$ cat src/rtl/road_pkg.sv
// Shared road types: renderer sprite codes, per-frame update FSM states, line width in tiles.
// No timing and no flow control here; only definitions imported by the road blocks.
package road_pkg;
  localparam int TILE_COLS = 20;

  localparam logic [1:0] SPR_EDGE  = 2'd0;
  localparam logic [1:0] SPR_LANE  = 2'd1;
  localparam logic [1:0] SPR_MARK  = 2'd2;
  localparam logic [1:0] SPR_GRASS = 2'd3;

  typedef enum logic [2:0] {
    ST_WAIT,
    ST_SCROLL,
    ST_LFSR,
    ST_CURVE,
    ST_DONE
  } state_t;
endpackage

$ cat src/rtl/road_lfsr.sv
// 8-bit Fibonacci LFSR (x^8+x^6+x^5+x^4+1); the new value is visible the cycle after step.
// No backpressure: it holds whenever step is low and reloads SEED on reset.
module road_lfsr #(
  parameter logic [7:0] SEED = 8'hA5
) (
  input  logic       clk,
  input  logic       rst,
  input  logic       step,
  output logic [7:0] value
);
  always_ff @(posedge clk) begin
    if (rst) begin
      value <= SEED;
    end else if (step) begin
      value <= {value[6:0], value[7] ^ value[5] ^ value[4] ^ value[3]};
    end
  end
endmodule

$ cat src/rtl/road_scroll.sv
// Per-frame road state: scroll accumulator, LFSR-steered left edge, zero-latency tile descriptor.
// A frame update takes 4 cycles; frame_start is dropped while busy or when enable is low.
module road_scroll
  import road_pkg::*;
#(
  parameter int         ROAD_W       = 8,
  parameter int         L_INIT       = 6,
  parameter int         L_MIN        = 0,
  parameter int         L_MAX        = 12,
  parameter int         CURVE_PERIOD = 16,
  parameter logic [7:0] LFSR_SEED    = 8'hA5
) (
  input  logic       clk,
  input  logic       rst,
  input  logic       frame_start,
  input  logic       enable,
  input  logic [2:0] speed,
  input  logic [8:0] H_pos,
  input  logic [8:0] V_pos,
  output logic [1:0] sprite_number,
  output logic [8:0] X,
  output logic [4:0] Y,
  output logic       mirror,
  output logic       update_done
);
  localparam int CW = (CURVE_PERIOD > 1) ? $clog2(CURVE_PERIOD) : 1;

  state_t        state;
  logic [7:0]    acc;
  logic [7:0]    lfsr;
  logic [4:0]    left;
  logic [CW-1:0] frame_cnt;

  road_lfsr #(.SEED(LFSR_SEED)) u_lfsr (
    .clk   (clk),
    .rst   (rst),
    .step  (state == ST_LFSR),
    .value (lfsr)
  );

  always_ff @(posedge clk) begin
    if (rst) begin
      state       <= ST_WAIT;
      acc         <= 8'd0;
      left        <= 5'(L_INIT);
      frame_cnt   <= '0;
      update_done <= 1'b0;
    end else begin
      update_done <= 1'b0;
      case (state)
        ST_WAIT: begin
          if (frame_start && enable) state <= ST_SCROLL;
        end
        ST_SCROLL: begin
          acc   <= acc + {5'd0, speed};
          state <= ST_LFSR;
        end
        ST_LFSR: begin
          state <= ST_CURVE;
        end
        ST_CURVE: begin
          // lfsr was stepped in the previous state, so the decision uses the fresh value
          if (frame_cnt == CW'(CURVE_PERIOD - 1)) begin
            frame_cnt <= '0;
            case (lfsr[1:0])
              2'b00: if (left != 5'(L_MIN)) left <= left - 5'd1;
              2'b01: if (left != 5'(L_MAX)) left <= left + 5'd1;
              default: ;
            endcase
          end else begin
            frame_cnt <= frame_cnt + 1'b1;
          end
          update_done <= 1'b1;
          state       <= ST_DONE;
        end
        ST_DONE: begin
          state <= ST_WAIT;
        end
        default: state <= ST_WAIT;
      endcase
    end
  end

  // 6-bit column arithmetic so right-edge/centre positions never wrap
  logic [5:0] col, left_col, right_col, mark_col;
  assign col       = {1'b0, H_pos[8:4]};
  assign left_col  = {1'b0, left};
  assign right_col = left_col + 6'(ROAD_W - 1);
  assign mark_col  = left_col + 6'(ROAD_W / 2);

  always_comb begin
    sprite_number = SPR_GRASS;
    mirror        = H_pos[4] ^ lfsr[0];
    if (col == left_col) begin
      sprite_number = SPR_EDGE;
      mirror        = 1'b0;
    end else if (col == right_col) begin
      sprite_number = SPR_EDGE;
      mirror        = 1'b1;
    end else if (col > left_col && col < right_col) begin
      sprite_number = (col == mark_col) ? SPR_MARK : SPR_LANE;
      mirror        = 1'b0;
    end
  end

  assign X = {H_pos[8:4], 4'b0000};
  assign Y = acc[7:3];

  logic inputs_unused;
  assign inputs_unused = ^{V_pos, H_pos[3:0], lfsr[7:2]};
endmodule

$ cat config.mk
export PLATFORM = sky130hd
export DESIGN_NAME = road_scroll
export DESIGN_NICKNAME = d
export VERILOG_FILES = /design/src/rtl/road_pkg.sv /design/src/rtl/road_lfsr.sv /design/src/rtl/road_scroll.sv
export SDC_FILE = /design/constraint.sdc
export NUM_CORES = 1
export LEC_CHECK = 0
export CORE_MARGIN = 2
export CORE_UTILIZATION = 54
export DETAILED_ROUTE_END_ITERATION = 16
export PLACE_DENSITY_LB_ADDON = 0.15
export SLEW_MARGIN = 40
export SYNTH_ARGS = -nofsm -noshare
export SYNTH_HDL_FRONTEND = slang
export SYNTH_HIERARCHICAL = 1
export SYNTH_SLANG_ARGS = --single-unit
$ cat constraint.sdc
create_clock -name clk -period 7.2 [get_ports clk]
set_input_delay 2.16 -clock clk [delete_from_list [all_inputs] [get_ports clk]]
set_output_delay 2.16 -clock clk [all_outputs]
set_load 0.01 [all_outputs]
**Yosys cells after proc, flatten, opt, wreduce, memory -nomap -nowiden**

Cells that the tools add are included.

- Add/subtract/negate cells: 6
- Reduce and logical (&&, ||, !) cells: 7
- $lt $le $gt $ge: 2
- Mux-type cells: 14
- Bitwise gates (word level): 4
- Equality and inequality tests: 12

Operator list:

| cell | number |
|---|---|
| adder 5 x 3 -> 6 bit (second input constant) | 2 |
| == test 5 x 6 -> 1 bit | 2 |
| one-hot mux 3 bit (4 select lines) | 1 |
| two-way mux 5 bit | 2 |
| one-hot mux 5 bit (2 select lines) | 1 |
| adder 8 x 3 -> 8 bit | 1 |
| two-way mux 2 bit | 4 |
| == test 3 x 2 -> 1 bit (second input constant) | 2 |
| less-than comparator 5 x 6 -> 1 bit | 1 |
| != test 2 bit (second input constant) | 3 |
| adder 5 x 1 -> 5 bit (second input constant) | 1 |
| == test 5 bit | 1 |
| greater-than comparator 5 bit | 1 |
| != test 5 x 4 -> 1 bit (second input constant) | 1 |
| AND reduction 5 bit | 1 |
| nonzero test 5 bit | 1 |
| subtractor 5 x 1 -> 5 bit (second input constant) | 1 |
| adder 4 x 1 -> 4 bit (second input constant) | 1 |
| == test 4 bit (second input constant) | 1 |
| two-way mux 1 bit | 4 |
| two-way mux 4 bit | 1 |
| XOR 1 bit | 4 |
| == test 3 x 1 -> 1 bit (second input constant) | 1 |
| zero test 3 bit | 1 |
| other kinds (5) | 6 |

- Register bits after elaboration: 29
- Output and inout bits: 18
- Word-level logic and storage cells: 51
- Input bits: 25

**Logic depth before layout (Yosys ltp)**

- Depth after elaboration: 6
- Gate-level depth with buffers: 9
- Mapped depth without buffers: 9

**Modules after synthesis**

Netlist, hierarchy kept.

Modules (own cells, without submodules):

| module | cells each | instances | area an instance (µm²) |
|---|---|---|---|
| road_scroll | 184 | 1 | 1597.8 |
| road_lfsr | 29 | 1 | 302.8 |

**Worst setup path before layout**

Ideal clock, no wire load.

- Kind: input -> output
- Start point: input H_pos[4]
- End point: output sprite_number[1]
- Cell stages on the path: 5
- Data required time: 5.040 ns
- Arrival time: 3.374 ns
- Setup slack: 1.666 ns
- Buffers on the path: 0
- Cells stage by stage: inv_1 -> ha_1 -> nand2b_1 -> or4_1 -> a21oi_1

- Longest elaborated chain between the ends: 5
- Elaborated cells on any way between the ends: 10
- Classes of those cells: order compare (2); eq/ne (3); mux (4); reduce/logical (1)

Ends and longest elaborated chain:

| item | RTL line | text |
|---|---|---|
| start: declaration | road_scroll.sv:18 | `input logic [8:0] H_pos,` |
| less-than comparator 5 x 6 -> 1 bit, or another cell as far along | road_scroll.sv:100 | `end else if (col > left_col && col < right_col) begin` |
| logical AND 1 bit / two-way mux 2 bit (equally long branches) | road_scroll.sv:100, road_scroll.sv:101 |  |
| two-way mux 2 bit | road_scroll.sv:100 |  |
| two-way mux 2 bit | road_scroll.sv:97 | `end else if (col == right_col) begin` |
| two-way mux 2 bit * | road_scroll.sv:94 | `if (col == left_col) begin` |
| end: declaration | road_scroll.sv:20 | `output logic [1:0] sprite_number,` |

Every way passes the cells marked *; elsewhere a longest branch is shown, timed or not.

**Worst setup path after layout**

- Start point: input H_pos[7]
- End point: output sprite_number[0]

Same word-level chain as after synthesis.

==> flow_summary.yaml <==
power:
  switchingPower_mw: 0.0972
  ir_drop_mv: 0.128
  powerDensity_mw_per_mm2: 167
  leakagePower_nw: 0.899
  internal_power_mw: 0.263
  power_mw: 0.360
  pwr-share-comb: 0.210
  power_frac_seq: 0.482
  pwr-share-clk: 0.308
  p_sw_frac: 0.270
synthesis:
  synthMuxAreaShare: 0.0606
  synth_top_area_cell: "dfxtp_1"
  synth_ff_type: "dfxtp_1"
  ys_top_cells_by_count: "dfxtp_1 (29), ha_1 (22), nor2_1 (22), a21oi_1 (18), xnor2_1 (15)"
  synth_seq_cells: 29
  yosysTopAreaCellShare: 0.305
  syn_area_per_cell_um2: 8.92
  syn_inst: 213
  ys_types: 41
  yosysWarnings: 6
  synth.most_common_cell: "dfxtp_1"
  synth_edf_count: 0
  synth_top_family_by_area: "adder cells"
  synthArstFlopShare: 0
  synth-seq-area-share: 0.305
  synthAdderAreaFrac: 0.166
  synth_area_leaders: "dfxtp_1 (31%), ha_1 (14%), xnor2_1 (6.9%)"
  synth_compound_area_frac: 0.118
  synth_xor_area_frac: 0.0922
  synthSimpleGateAreaFrac: 0.163
  synthesis.area_mm2: 0.00190
worst_setup_path:
  cp.required_ns: 5.04
  cp-startpoint: "H_pos[7]"
  critPathMostFrequentCell: "clkdlybuf4s50_1"
  crit_chain: "clkdlybuf4s50_1, ha_1, nand3_1, o21bai_1, a221o_1, a31oi_1, a21oi_1, clkdlybuf4s50_1"
  crit_fanout: 4
  ff2ff_path_depth: 7
  critPathLaunchType: "primary input"
  critical_path_class: "in2out"
  rrSetupSlack_ns: 4.81
  cp_data_arrival_time_ns: 4.52
  slowest_delay_ns: 0.49
  endpoint: "sprite_number[0]"
  worst_r2r_startpoint: "left[2]$_SDFFE_PP1P_"
  critPathCaptureType: "primary output"
  crit-reg2reg-capture: "left[4]$_SDFFE_PP0P_"
  crit_path_top_delay_cell: "clkdlybuf4s50_1"
clock_tree:
  cts_tree: "yes"
  cts-root-buf: "clkbuf_4"
  htree_levels: 2
  cts_setup_buffers: 0
  clk_latency_ns: 0.32
  clk_path_buf_depth: 2
  path_clk_slew_ns: 0.08
  cts_num_sinks: 29
  cts-resized-gates: 0
  postCtsHoldBufs: 0
  numCtsBuffers: 5
routing:
  ant_nets: 0
  vias: 1468
  dr.pass1.iters: 4
  drt_wl_total_um: 3480
  drc: 0
  viasPerCell: 5.28
  drt_iter0_drc: 23
  wl_per_cell_um: 12.5
timing:
  drv_slew: 0
  fin_crit_sh: 0.928
  setup-violations-final: 0
  final_hold_viol_count: 0
  rsz0062_at_grt: "false"
  tns_ns: 0
  clock_skew_ns: 0.00855
  min_period_ns: 6.68
  fmax_mhz: 150
layout:
  nets: 280
  fin_area_mm2: 0.00216
  antenna_cells: 0
  layout-drive-gt1-share: 0.0603
  area_growth_pct: 13.8
die:
  start_util: 0.565
  rows: 21
  core_mm2: 0.00336
  ios: 43
  die-height_um: 63.3
  dieArea_mm2: 0.00401
  fp.dieW_um: 63.3
grt:
  first_global_vias: 1467
  grt_max_degree: 28
  antenna_found_initial: 0
  grt_first_pass_wirelength_um: 6200
  overflow: 0
  grt_use_total: 0.191
min_path:
  hp-class: "reg2reg"
outcome:
  outcome: "complete, no violations"
placement:
  place_area_mm2: 0.00209
  place_congestion: 0.806
  io_buffers: 25
  dp_hpwl_um: 2670
run:
  max_cap_viol_count: 0
-- layout by cell type, fill, tap and decap left out, types with 2 or more instances in the layout --
master,Yosys,routed
a211o_1,2,2
a21o_1,4,4
a21oi_1,18,18
a31oi_1,2,2
clkbuf_4,0,5
clkbuf_8,0,2
clkdlybuf4s50_1,0,24
conb_1,1,4
dfxtp_1,29,29
fa_1,2,2
ha_1,22,22
inv_1,13,13
mux2i_1,10,10
nand2_1,13,13
nand3_1,2,2
nor2_1,22,22
nor2b_1,3,3
nor3_1,3,3
nor3b_1,2,2
nor4_1,2,2
o21ai_0,5,5
or3_1,4,4
xnor2_1,15,15
xor2_1,5,5
-- worst min-delay path by stage --
stage | startpoint | to | slack, ns | cells after the start
after global routing | u_lfsr/value[6]$_SDFFE_PP0P_ | u_lfsr/value[7]$_SDFFE_PP1P_ | 0.50 | 2
final | u_lfsr/value[6]$_SDFFE_PP0P_ | u_lfsr/value[7]$_SDFFE_PP1P_ | 0.48 | 2
after floorplan | u_lfsr/value[2]$_SDFFE_PP1P_ | u_lfsr/value[2]$_SDFFE_PP1P_ | 0.44 | 2
after detailed placement | u_lfsr/value[6]$_SDFFE_PP0P_ | u_lfsr/value[7]$_SDFFE_PP1P_ | 0.46 | 2
after CTS | u_lfsr/value[6]$_SDFFE_PP0P_ | u_lfsr/value[7]$_SDFFE_PP1P_ | 0.48 | 2
after global placement | u_lfsr/value[6]$_SDFFE_PP0P_ | u_lfsr/value[7]$_SDFFE_PP1P_ | 0.45 | 2
-- state kept, by name, indices dropped and copies added, names as in the netlist --
register,count
left,5
u_lfsr/value,8
acc,8
state,3
update_done,1
frame_cnt,4
-- through the flow --
step	instances	hold WS [ns]	setup WS, ns	util
after CTS	278	0.485	0.535	0.643
after global placement	270	0.454	0.634	0.624
after floorplan	216	0.440	1.67	-
final	278	0.478	0.516	0.643
after detailed placement	270	0.461	0.540	0.622
after global routing	278	0.500	0.406	0.643
-- cell families after synthesis --
kind of cell             after synthesis
AND/OR/NAND/NOR                       60
AO/OA/AOI/OAI                         37
buffers and inverters                 31
flip-flops                            29
adder cells (fa/ha/maj)               24
XOR/XNOR                              20
multiplexers                          11
other                                  1
-- per-layer routing --
metal | GRT usage | up-vias | routed length (um)
li1 | - | 744 | -
met1 | 0.213 | 693 | 1550
met2 | 0.353 | 26 | 1780
met3 | 0.0375 | 5 | 113
met4 | 0.0707 | 0 | 41
met5 | 0 | - | 0
-- power groups by stage --
stage          sequential, mW  clock (mW)  combinational (mW)
2_1_floorplan           0.176           0              0.0563
3_3_place_gp            0.177           0              0.0718
3_5_place_dp            0.178           0              0.0753
4_1_cts                 0.174       0.116              0.0761
5_1_grt                 0.175       0.122              0.0854
6_report                0.174       0.111              0.0756
-- final cells by class --
| type | count | area (um^2) |
|---|---|---|
| timing repair buffer | 26 | 253 |
| clock inverter | 1 | 5.00 |
| fill | 310 | 1200 |
| tap | 46 | 57.6 |
| multi-input combinational | 156 | 1150 |
| sequential | 29 | 581 |
| inverter | 13 | 48.8 |
| clock buffer | 7 | 65.1 |
-- worst max-delay path, delay by kind of cell --
family,cells,cell delay [ns]
AO/OA/AOI/OAI,4,0.91
AND/OR/NAND/NOR,1,0.12
adder cells (fa/ha/maj),1,0.35
buffers and inverters,2,0.98
Note: power is estimated with default switching activity, not from simulation.
